## src/rtl/vram_write_arbiter_pkg.sv

```systemverilog
// Shared widths, FSM encoding and helpers for the VRAM write arbiter.
// `MEMORY_SIZE_BITS normally comes from the shared header; a default is supplied here.
`ifndef MEMORY_SIZE_BITS
`define MEMORY_SIZE_BITS 15
`endif

package vram_write_arbiter_pkg;

    localparam int ADDR_W  = `MEMORY_SIZE_BITS;
    localparam int COLOR_W = 3;
    localparam int IDX_W   = 2;   // wide enough for up to 4 requesters

    typedef enum logic [1:0] {
        ST_IDLE  = 2'd0,
        ST_GRANT = 2'd1,
        ST_GAP   = 2'd2
    } arb_state_e;

    function automatic logic [IDX_W-1:0] onehot_to_idx(input logic [3:0] oh);
        logic [IDX_W-1:0] idx;
        idx = '0;
        for (int i = 0; i < 4; i++) begin
            if (oh[i]) idx = idx | IDX_W'(i);
        end
        return idx;
    endfunction

endpackage

```

## src/rtl/vram_write_arbiter_if.sv

```systemverilog
// Requester-side and video-memory-side signals of the VRAM write arbiter.
interface vram_write_arbiter_if
    import vram_write_arbiter_pkg::*;
#(
    parameter int NUM_REQ = 3
);
    logic [NUM_REQ-1:0]         req;
    logic [NUM_REQ*ADDR_W-1:0]  addr_in;
    logic [NUM_REQ*COLOR_W-1:0] color_in;
    logic [NUM_REQ-1:0]         wen_in;
    logic [NUM_REQ-1:0]         grant;
    logic [ADDR_W-1:0]          address;
    logic [COLOR_W-1:0]         color;
    logic                       print_enable;
    logic                       busy;

    modport master (
        output req, addr_in, color_in, wen_in,
        input  grant, address, color, print_enable, busy
    );

    modport slave (
        input  req, addr_in, color_in, wen_in,
        output grant, address, color, print_enable, busy
    );
endinterface

```

## src/rtl/vram_write_arbiter_arb_pick.sv

```systemverilog
// Combinational winner selection: first requester found searching upward from ptr.
module arb_pick
    import vram_write_arbiter_pkg::*;
#(
    parameter int NUM_REQ = 3
) (
    input  logic [NUM_REQ-1:0] req,
    input  logic [IDX_W-1:0]   ptr,
    output logic [NUM_REQ-1:0] winner
);
    logic             found;
    logic [IDX_W-1:0] idx;

    // NOTE: every output of a combinational block gets a default first so no latch is inferred.
    always_comb begin
        winner = '0;
        found  = 1'b0;
        idx    = '0;
        for (int i = 0; i < NUM_REQ; i++) begin
            idx = IDX_W'((int'(ptr) + i) % NUM_REQ);
            if (!found && req[idx]) begin
                winner[idx] = 1'b1;
                found       = 1'b1;
            end
        end
    end
endmodule

```

## src/rtl/vram_write_arbiter.sv

```systemverilog
// Arbitrates NUM_REQ writers onto the single video-memory write port.
// Define VRAM_ARB_RR_EN for round-robin selection; fixed priority otherwise.
module vram_write_arbiter
    import vram_write_arbiter_pkg::*;
#(
    parameter int NUM_REQ    = 3,
    parameter int GAP_CYCLES = 1
) (
    input  logic                 Clck,
    input  logic                 Reset,
    vram_write_arbiter_if.slave  bus
);
    localparam logic [1:0] GAP_LOAD = (GAP_CYCLES > 0) ? 2'(GAP_CYCLES - 1) : 2'd0;

    arb_state_e         state_q, state_d;
    logic [NUM_REQ-1:0] grant_q, grant_d;
    logic [ADDR_W-1:0]  address_q, address_d;
    logic [COLOR_W-1:0] color_q, color_d;
    logic               pe_q, pe_d;
    logic [1:0]         gap_q, gap_d;
    logic [NUM_REQ-1:0] pick;
    logic [IDX_W-1:0]   pick_idx;
    logic [IDX_W-1:0]   win_idx;
    logic [IDX_W-1:0]   search_ptr;

    assign pick_idx = onehot_to_idx(4'(pick));
    assign win_idx  = onehot_to_idx(4'(grant_q));

`ifdef VRAM_ARB_RR_EN
    logic [IDX_W-1:0] ptr_q;

    always_ff @(posedge Clck or negedge Reset) begin
        if (!Reset) begin
            ptr_q <= '0;
        end else if (state_q == ST_IDLE && |bus.req) begin
            ptr_q <= (pick_idx == IDX_W'(NUM_REQ - 1)) ? '0 : pick_idx + 1'b1;
        end
    end

    assign search_ptr = ptr_q;
`else
    assign search_ptr = '0;
`endif

    arb_pick #(.NUM_REQ(NUM_REQ)) u_pick (
        .req    (bus.req),
        .ptr    (search_ptr),
        .winner (pick)
    );

    always_comb begin
        state_d   = state_q;
        grant_d   = grant_q;
        address_d = address_q;
        color_d   = color_q;
        pe_d      = 1'b0;
        gap_d     = gap_q;
        unique case (state_q)
            ST_IDLE: begin
                if (|bus.req) begin
                    grant_d = pick;
                    state_d = ST_GRANT;
                end
            end
            ST_GRANT: begin
                if (|(bus.req & grant_q)) begin
                    address_d = bus.addr_in[int'(win_idx)*ADDR_W +: ADDR_W];
                    color_d   = bus.color_in[int'(win_idx)*COLOR_W +: COLOR_W];
                    pe_d      = bus.wen_in[win_idx];
                end else begin
                    // Owner released: address/colour hold, strobe and grant drop together.
                    grant_d = '0;
                    gap_d   = GAP_LOAD;
                    state_d = (GAP_CYCLES == 0) ? ST_IDLE : ST_GAP;
                end
            end
            ST_GAP: begin
                if (gap_q == 2'd0) state_d = ST_IDLE;
                else               gap_d   = gap_q - 2'd1;
            end
            default: state_d = ST_IDLE;
        endcase
    end

    // NOTE: sequential state uses non-blocking assignments so all registers update from pre-edge values.
    // NOTE: every register, including the datapath, is reset so a mid-burst reset leaves no stale write.
    always_ff @(posedge Clck or negedge Reset) begin
        if (!Reset) begin
            state_q   <= ST_IDLE;
            grant_q   <= '0;
            address_q <= '0;
            color_q   <= '0;
            pe_q      <= 1'b0;
            gap_q     <= 2'd0;
        end else begin
            state_q   <= state_d;
            grant_q   <= grant_d;
            address_q <= address_d;
            color_q   <= color_d;
            pe_q      <= pe_d;
            gap_q     <= gap_d;
        end
    end

    assign bus.grant        = grant_q;
    assign bus.address      = address_q;
    assign bus.color        = color_q;
    assign bus.print_enable = pe_q;
    assign bus.busy         = (state_q != ST_IDLE);
endmodule

```

## src/flat_wrapper.sv

```systemverilog
// flat-port wrapper written by rule: the top's interface ports become plain ports
module vram_write_arbiter_flat import vram_write_arbiter_pkg::*;
#(
    parameter int NUM_REQ    = 3,
    parameter int GAP_CYCLES = 1
)
  (Clck, Reset, bus_req, bus_addr_in, bus_color_in, bus_wen_in, bus_grant, bus_address, bus_color, bus_print_enable, bus_busy);
  vram_write_arbiter_if #(.NUM_REQ(NUM_REQ)) bus_i ();
  input  logic Clck;
  input  logic Reset;
  input wire logic [$bits(bus_i.req)-1:0] bus_req;
  input wire logic [$bits(bus_i.addr_in)-1:0] bus_addr_in;
  input wire logic [$bits(bus_i.color_in)-1:0] bus_color_in;
  input wire logic [$bits(bus_i.wen_in)-1:0] bus_wen_in;
  output wire logic [$bits(bus_i.grant)-1:0] bus_grant;
  output wire logic [$bits(bus_i.address)-1:0] bus_address;
  output wire logic [$bits(bus_i.color)-1:0] bus_color;
  output wire logic [$bits(bus_i.print_enable)-1:0] bus_print_enable;
  output wire logic [$bits(bus_i.busy)-1:0] bus_busy;
  assign bus_i.req = bus_req;
  assign bus_i.addr_in = bus_addr_in;
  assign bus_i.color_in = bus_color_in;
  assign bus_i.wen_in = bus_wen_in;
  assign bus_grant = bus_i.grant;
  assign bus_address = bus_i.address;
  assign bus_color = bus_i.color;
  assign bus_print_enable = bus_i.print_enable;
  assign bus_busy = bus_i.busy;
  vram_write_arbiter #(.NUM_REQ(NUM_REQ), .GAP_CYCLES(GAP_CYCLES)) u_core (.Clck(Clck), .Reset(Reset), .bus(bus_i));
endmodule
```

## config.mk

```make
export PLATFORM = sky130hd
export DESIGN_NAME = vram_write_arbiter_flat
export DESIGN_NICKNAME = d
export VERILOG_FILES = /design/src/rtl/vram_write_arbiter_pkg.sv /design/src/rtl/vram_write_arbiter_if.sv /design/src/rtl/vram_write_arbiter_arb_pick.sv /design/src/rtl/vram_write_arbiter.sv /design/src/flat_wrapper.sv
export SDC_FILE = /design/constraint.sdc
export NUM_CORES = 1
export LEC_CHECK = 0
export BUFFER_PORTS_ARGS = -buffer_cell sky130_fd_sc_hd__buf_4
export CAP_MARGIN = 25
export CORE_MARGIN = 2
export CORE_UTILIZATION = 35
export DETAILED_ROUTE_END_ITERATION = 6
export PLACE_DENSITY_LB_ADDON = 0.3
export SYNTH_ARGS = -nofsm -noshare
export SYNTH_HDL_FRONTEND = slang
export SYNTH_HIERARCHICAL = 1
export SYNTH_SLANG_ARGS = --single-unit
```

## constraint.sdc

```tcl
create_clock -name Clck -period 2.75 [get_ports Clck]
set_input_delay 0.1375 -clock Clck [delete_from_list [all_inputs] [get_ports Clck]]
set_output_delay 0.1375 -clock Clck [all_outputs]
set_load 0.02 [all_outputs]
```

Word level (Yosys, flattened, before mapping)
Index checks and enable logic that the tools add are counted.
- output and inout port bits: 23
- word-level logic and storage cells: 55
- flip-flop bits (word level): 26
- input bits: 62
- equality and inequality tests: 6
- shifts and indexed selects: 2
- multiplexer cells: 21
- add/sub/neg operators: 1
- bitwise operators: 1
- multipliers: 2
- reductions and logical operators: 15
- order comparisons: 1
- operators by type and width (cell ; number):
    variable part select 45 x 32 -> 15 bit ; 1
    variable part select 9 x 32 -> 3 bit ; 1
    two-way mux 2 bit ; 7
    two-way mux 3 bit ; 3
    AND reduction 3 bit ; 3
    two-way mux 1 bit ; 7
    multiplier 2 x 4 -> 6 bit, second input constant ; 1
    case mux 2 bit (3 select lines) ; 1
    case mux 3 bit (2 select lines) ; 1
    nonzero test 2 bit ; 3
    OR reduction 3 bit ; 2
    logical NOT 2 bit ; 2
    multiplier 2 x 2 -> 4 bit, second input constant ; 1
    != test 2 x 1 -> 1 bit, second input constant ; 2
    != test 2 bit, second input constant ; 2
    case mux 2 bit (2 select lines) ; 1
    bitwise AND 3 bit ; 1
    less-than comparator 2 x 3 -> 1 bit, second input constant ; 1
    binary-select mux 1 bit (select 2 bit) ; 1
    equality test 2 x 1 -> 1 bit, second input constant ; 1
    equality test 2 bit, second input constant ; 1
    logical AND 1 bit ; 2
    logical NOT 1 bit ; 2
    AND reduction 2 bit ; 1
    subtractor 2 x 1 -> 2 bit, second input constant ; 1

Logic depth before layout (Yosys ltp)
- word-level depth: 9
- mapped depth: 10
- depth with buffers taken out: 9

Modules after synthesis
The synthesis kept the hierarchy.
- by module, submodules not included (module ; instances ; area each (µm²) ; sequential area each (µm²) ; cells an instance):
    vram_write_arbiter ; 1 ; 1539.0 ; 650.6 ; 128
    arb_pick ; 1 ; 272.8 ; 0.0 ; 36

Worst setup path before layout
No wires, ideal clock.
- path kind: register to register
- start point: reg u_core.grant_q[2], in the netlist u_core/bus.grant[2]
- end point: reg u_core.address_q[0], in the netlist u_core/bus.address[0]
- slack: 0.853 ns
- setup time: 0.125 ns
- period minus slack after synthesis: 1.897 ns
- arrival time: 1.772 ns
- path buffers: 2
- required time: 2.625 ns
- cell stages (with the launch flop): 6
- cells stage by stage: dfrtp_1 -> buf_4 -> a222oi_1 -> nor3_2 -> buf_6 -> mux2_4
- word-level cells in the longest chain between the ends: 3
- elaborated cells between the ends (all ways): 6
- classes of those cells: 1 x mul; 1 x shift; 1 x mux; 1 x bitwise; 2 x reduce/logical
- ends and longest elaborated chain (element ; RTL line ; RTL):
    from (decl) ; vram_write_arbiter.sv:16 ; logic [NUM_REQ-1:0] grant_q, grant_d;
    from (signal assigned) ; vram_write_arbiter.sv:97 ; grant_q <= grant_d;
    two-way mux 2 bit / bitwise AND 3 bit (equally long branches) ; vram_write_arbiter_pkg.sv:23, vram_write_arbiter.sv:66 ;
    multiplier 2 x 4 -> 6 bit / OR reduction 3 bit (equally long branches) ; vram_write_arbiter.sv:67, vram_write_arbiter.sv:66 ;
    variable part select 45 x 32 -> 15 bit / AND reduction 2 bit (equally long branches) ; - ;
    to (signal assigned) ; vram_write_arbiter.sv:98 ; address_q <= address_d;
    to (decl) ; vram_write_arbiter.sv:17 ; logic [ADDR_W-1:0] address_q, address_d;
Parallel ways exist; a longest one is shown, timed or not.
A chain may end at the register's enable or synchronous reset.

Worst setup path in the final report
- start point: reg u_core.grant_q[1], in the netlist u_core/bus.grant[1]
- end point: reg u_core.address_q[0], in the netlist u_core/bus.address[0]
- word-level cells in the longest chain between the ends: 4
- elaborated cells between the ends (all ways): 7
- classes of those cells: 1 x mul; 1 x shift; 2 x mux; 1 x bitwise; 2 x reduce/logical
- ends and longest elaborated chain (element ; RTL line ; RTL):
    two-way mux 1 bit ; vram_write_arbiter_pkg.sv:23 ; if (oh[i]) idx = idx | IDX_W'(i);
    two-way mux 2 bit ; vram_write_arbiter_pkg.sv:23 ;
    multiplier 2 x 4 -> 6 bit ; vram_write_arbiter.sv:67 ; address_d = bus.addr_in[int'(win_idx)*ADDR_W +: ADDR_W];
    variable part select 45 x 32 -> 15 bit ; vram_write_arbiter.sv:67 ;
Parallel ways exist; a longest one is shown, timed or not.

==> impl_metrics.py <==
metrics = {
    "outcome": {
        "outcome": "completed",
    },
    "critical_path": {
        "worst_path_cell_trace": "a222oi_1, nor3_4, buf_16, mux2_4",
        "worstPathArrival_ns": 2.01,
        "criticalPathCategory": "reg -> reg",
        "timing.critical_path.required_ns": 2.90,
        "timing.critical_path.fanout_max": 17,
        "critical_path.max_stage_delay_ns": 0.70,
        "slowest_stage": "sky130_fd_sc_hd__a222oi_1",
        "critical_path.startpoint_type": "flop",
        "endpoint_kind": "flop",
    },
    "grt": {
        "track_usage_pct": 15.4,
        "grt_overflow_total": 0,
        "global_route_wire_length_before_repair_um": 7310,
        "grt_antenna_before_repair": 0,
        "grt_pass1_vias": 1535,
        "maximum_number_of_pins_on_one_net_before_global_route_repair": 27,
    },
    "synthesis": {
        "mappedNetlistArea_um2": 1810,
        "postSynthCellCount": 164,
        "yosys_warnings": 6,
        "synth-seq-area-share_pct": 35.9,
        "synth.ff_latch_count": 26,
        "postSynthAreaPerCell_um2": 11.0,
        "yosysUniqueCellTypes": 40,
    },
    "detailed_routing": {
        "avgViaCountPerCell": 4.99,
        "route.detailed.drc": 0,
        "drt_iter0_markers": 47,
        "ant_nets": 0,
        "detail_route.wirelength_um": 4380,
        "dr_total_vias": 1588,
        "first_pass_detailed_route_iteration_total": 4,
        "drt-wirelength-per-cell_um": 13.8,
    },
    "flow_run": {
        "drv_cap": 0,
    },
    "cells_and_area": {
        "filler_cell_count": 468,
        "fin_nets": 317,
        "post_route_cells_drive_above_1_share_pct": 45.6,
        "fin_area_um2": 2580,
        "area.sequential_um2": 651,
        "multi_input_gate_area_in_the_final_layout_um2": 1090,
        "flow.area_growth_from_synthesis_pct": 42.7,
        "antenna_cells_inserted": 0,
    },
    "hold_path": {
        "hold_class": "in -> reg",
    },
    "die": {
        "core-area_um2": 5040,
        "num_io_pins": 85,
        "placement_rows": 26,
        "floorplan.die_area_um2": 5770,
        "die-width_um": 75.9,
        "floorplan.die.height_um": 75.9,
        "start_util_pct": 35.9,
    },
    "timing": {
        "fin_worst_hold_slack_ns": 0.135,
        "finClkSkew_ns": 0.00387,
        "min_period_over_period_pct": 67.9,
        "final_hold_viol_count": 0,
        "post-route-worst-setup-slack_ns": 0.883,
        "fmax_mhz": 536,
        "setup-violations-final": 0,
        "grt_setup_unrepaired": "no",
        "worst-slew-pin-transition_ns": 0.768,
        "fin_crit_ns": 1.87,
        "final-max-slew-violation-count": 0,
        "tns_ns": 0,
        "timing.max_slew.rel_slack_pct": 48.8,
    },
    "clocking": {
        "clkSinkCount": 26,
        "cts_tree": "yes",
        "worst_skew_pair.late_latency_ns": 0.26,
        "cts_buffers": 3,
        "cts_root_buffer": "sky130_fd_sc_hd__clkbuf_8",
        "cts_max_level": 1,
        "cts.clk_slew.worst_paths_ns": 0.08,
        "ctsLongestPathBuffers": 2,
    },
    "place": {
        "port_buffers": 84,
        "post-dp-hpwl_um": 3220,
        "postPlaceCellArea_um2": 2510,
        "dp_slack_ns": 0.584,
        "gp_routability_congestion": 0.738,
    },
    "power_and_ir_drop": {
        "peakVddDrop_mv": 0.442,
        "power.density_cell_area_nw_per_um2": 868,
        "cellLeakagePower_nw": 1.16,
    },
}
-- repair_timing --
item / 4_1_cts / 5_1_grt
endpoints found under the hold margin: 26 / 0
hold buffers: 1 / 0
buffers inserted: 0 / 0
gates resized for setup: 0 / 0
-- synthesized netlist by cell type, drive strengths merged --
| library cell | n | share of area, % |
|---|---|---|
| a22oi | 1 | 0.41 |
| o21bai | 1 | 0.41 |
| a222oi | 1 | 0.55 |
| o22ai | 2 | 0.69 |
| nand3b | 2 | 0.83 |
| o31a | 1 | 0.48 |
| nor2 | 3 | 0.62 |
| o21ai | 3 | 0.83 |
| clkbuf | 8 | 1.7 |
| a21boi | 1 | 0.41 |
| o2bb2ai | 20 | 9.7 |
| a21o | 1 | 0.41 |
| nor2b | 7 | 2.4 |
| nor4bb | 1 | 0.55 |
| ha | 5 | 3.5 |
| nand2b | 2 | 0.69 |
| nor4b | 1 | 0.48 |
| nand2 | 3 | 0.62 |
| buf | 5 | 2.2 |
| a31oi | 1 | 0.35 |
| dfrtp | 26 | 36 |
| or2 | 2 | 0.69 |
| conb | 1 | 0.21 |
| mux2i | 27 | 15 |
| o31ai | 2 | 0.83 |
| nor4 | 1 | 0.35 |
| a211oi | 1 | 0.41 |
| a221oi | 1 | 0.48 |
| a21oi | 1 | 0.28 |
| o211ai | 5 | 2.1 |
| nor3 | 2 | 0.83 |
| and4bb | 1 | 0.69 |
| inv | 7 | 1.5 |
| mux2 | 18 | 13 |
-- power by group --
part           leakage [nW]  internal [W]  switching, W
clock network        0.0216     0.0000978      0.000104
registers             0.325      0.000558      0.000132
logic                 0.815      0.000690      0.000664
-- layout make-up --
class,instances,share of cell area [%]
multi-input cells,123,42.1
repair buffers,89,26.7
flip-flops and latches,26,25.2
well taps,70,3.39
clock buffers,3,1.60
inverters,7,1.02
-- kinds of logic (layout without fill, tap and decap cells) --
logic type,after synthesis,in the layout,synth area share (%)
adders and majority gates,5,5,3.45
DFF,26,26,35.9
and+or+nand+nor,25,25,8.77
AOI/OAI and AO/OA,42,42,18.3
muxes,45,45,28.0
buffers and inverters,20,99,5.39
other,1,6,0.207
-- cells in the final DEF (no fill, tap or decap) --
cell type and n:
sky130_fd_sc_hd__a222oi_1 1, sky130_fd_sc_hd__mux2_2 9, sky130_fd_sc_hd__nor4bb_1 1, sky130_fd_sc_hd__conb_1 6
sky130_fd_sc_hd__inv_1 7, sky130_fd_sc_hd__o211ai_1 5, sky130_fd_sc_hd__nor4_1 1, sky130_fd_sc_hd__o21ai_1 1
sky130_fd_sc_hd__and4bb_2 1, sky130_fd_sc_hd__a21oi_1 1, sky130_fd_sc_hd__o2bb2ai_1 20, sky130_fd_sc_hd__o31a_1 1
sky130_fd_sc_hd__nand2b_1 2, sky130_fd_sc_hd__a31oi_1 1, sky130_fd_sc_hd__or2_2 2, sky130_fd_sc_hd__a21boi_0 1
sky130_fd_sc_hd__a211oi_1 1, sky130_fd_sc_hd__mux2_4 9, sky130_fd_sc_hd__a22oi_1 1, sky130_fd_sc_hd__o31ai_1 2
sky130_fd_sc_hd__buf_4 87, sky130_fd_sc_hd__o22ai_1 2, sky130_fd_sc_hd__o21bai_1 1, sky130_fd_sc_hd__a221oi_1 1
sky130_fd_sc_hd__nor4b_1 1, sky130_fd_sc_hd__nor2_1 3, sky130_fd_sc_hd__o21ai_0 2, sky130_fd_sc_hd__nor3_4 1
sky130_fd_sc_hd__dfrtp_1 26, sky130_fd_sc_hd__nor2b_1 7, sky130_fd_sc_hd__nor3_1 1, sky130_fd_sc_hd__ha_1 5
sky130_fd_sc_hd__buf_16 1, sky130_fd_sc_hd__clkbuf_8 3, sky130_fd_sc_hd__dlygate4sd3_1 1, sky130_fd_sc_hd__mux2i_1 27
sky130_fd_sc_hd__nand3b_1 2, sky130_fd_sc_hd__a21o_1 1, sky130_fd_sc_hd__nand2_1 3
-- worst paths after layout --
check / start / end / slack (ns) / depth (start not counted)
setup / recovery: u_core/bus.grant[1]$_DFFE_PN0P_ / u_core/bus.address[0]$_DFFE_PN0P_ / 0.88 / 4
hold / removal: bus_wen_in[1] / u_core/bus.print_enable$_DFF_PN0_ / 0.14 / 3
setup reg to reg: u_core/bus.grant[1]$_DFFE_PN0P_ / u_core/bus.address[0]$_DFFE_PN0P_ / 0.88 / 4
hold reg to reg: u_core/bus.address[12]$_DFFE_PN0P_ / u_core/bus.address[12]$_DFFE_PN0P_ / 0.51 / 1
max in group asynchronous: Reset / u_core/bus.grant[1]$_DFFE_PN0P_ / 2.18 / 2
min in group asynchronous: Reset / u_core/gap_q[0]$_DFFE_PN0P_ / 0.32 / 2
-- metal layers --
layer	vias to the layer above	track usage [%]	wire length, um
li1	779	-	-
met1	729	19.3	1840
met2	74	25.5	2060
met3	6	5.48	430
met4	0	3.45	41
met5	-	0	0
-- sequential cells by signal, summed over array words and instances, names as in the netlist --
signal / count
u_core/bus.print_enable: 1
u_core/gap_q: 2
u_core/bus.address: 15
u_core/bus.color: 3
u_core/bus.grant: 3
u_core/state_q: 2
-- worst max-delay path: cells and delay by family (launching register included) --
kind / cells / cell delay (ns)
simple gates: 1 / 0.14
flops: 1 / 0.39
buf+inv: 1 / 0.21
compound gates: 1 / 0.70
mux: 1 / 0.30
-- through the flow --
step                      power, W  std cells  util [%]
after floorplan            0.00155        169         -
after global placement     0.00201        313      49.7
after detailed placement   0.00204        313      49.7
after CTS                  0.00225        317      50.7
after global routing       0.00241        318      51.3
final                      0.00224        318      51.3
Power figures use the tool's default switching activity.
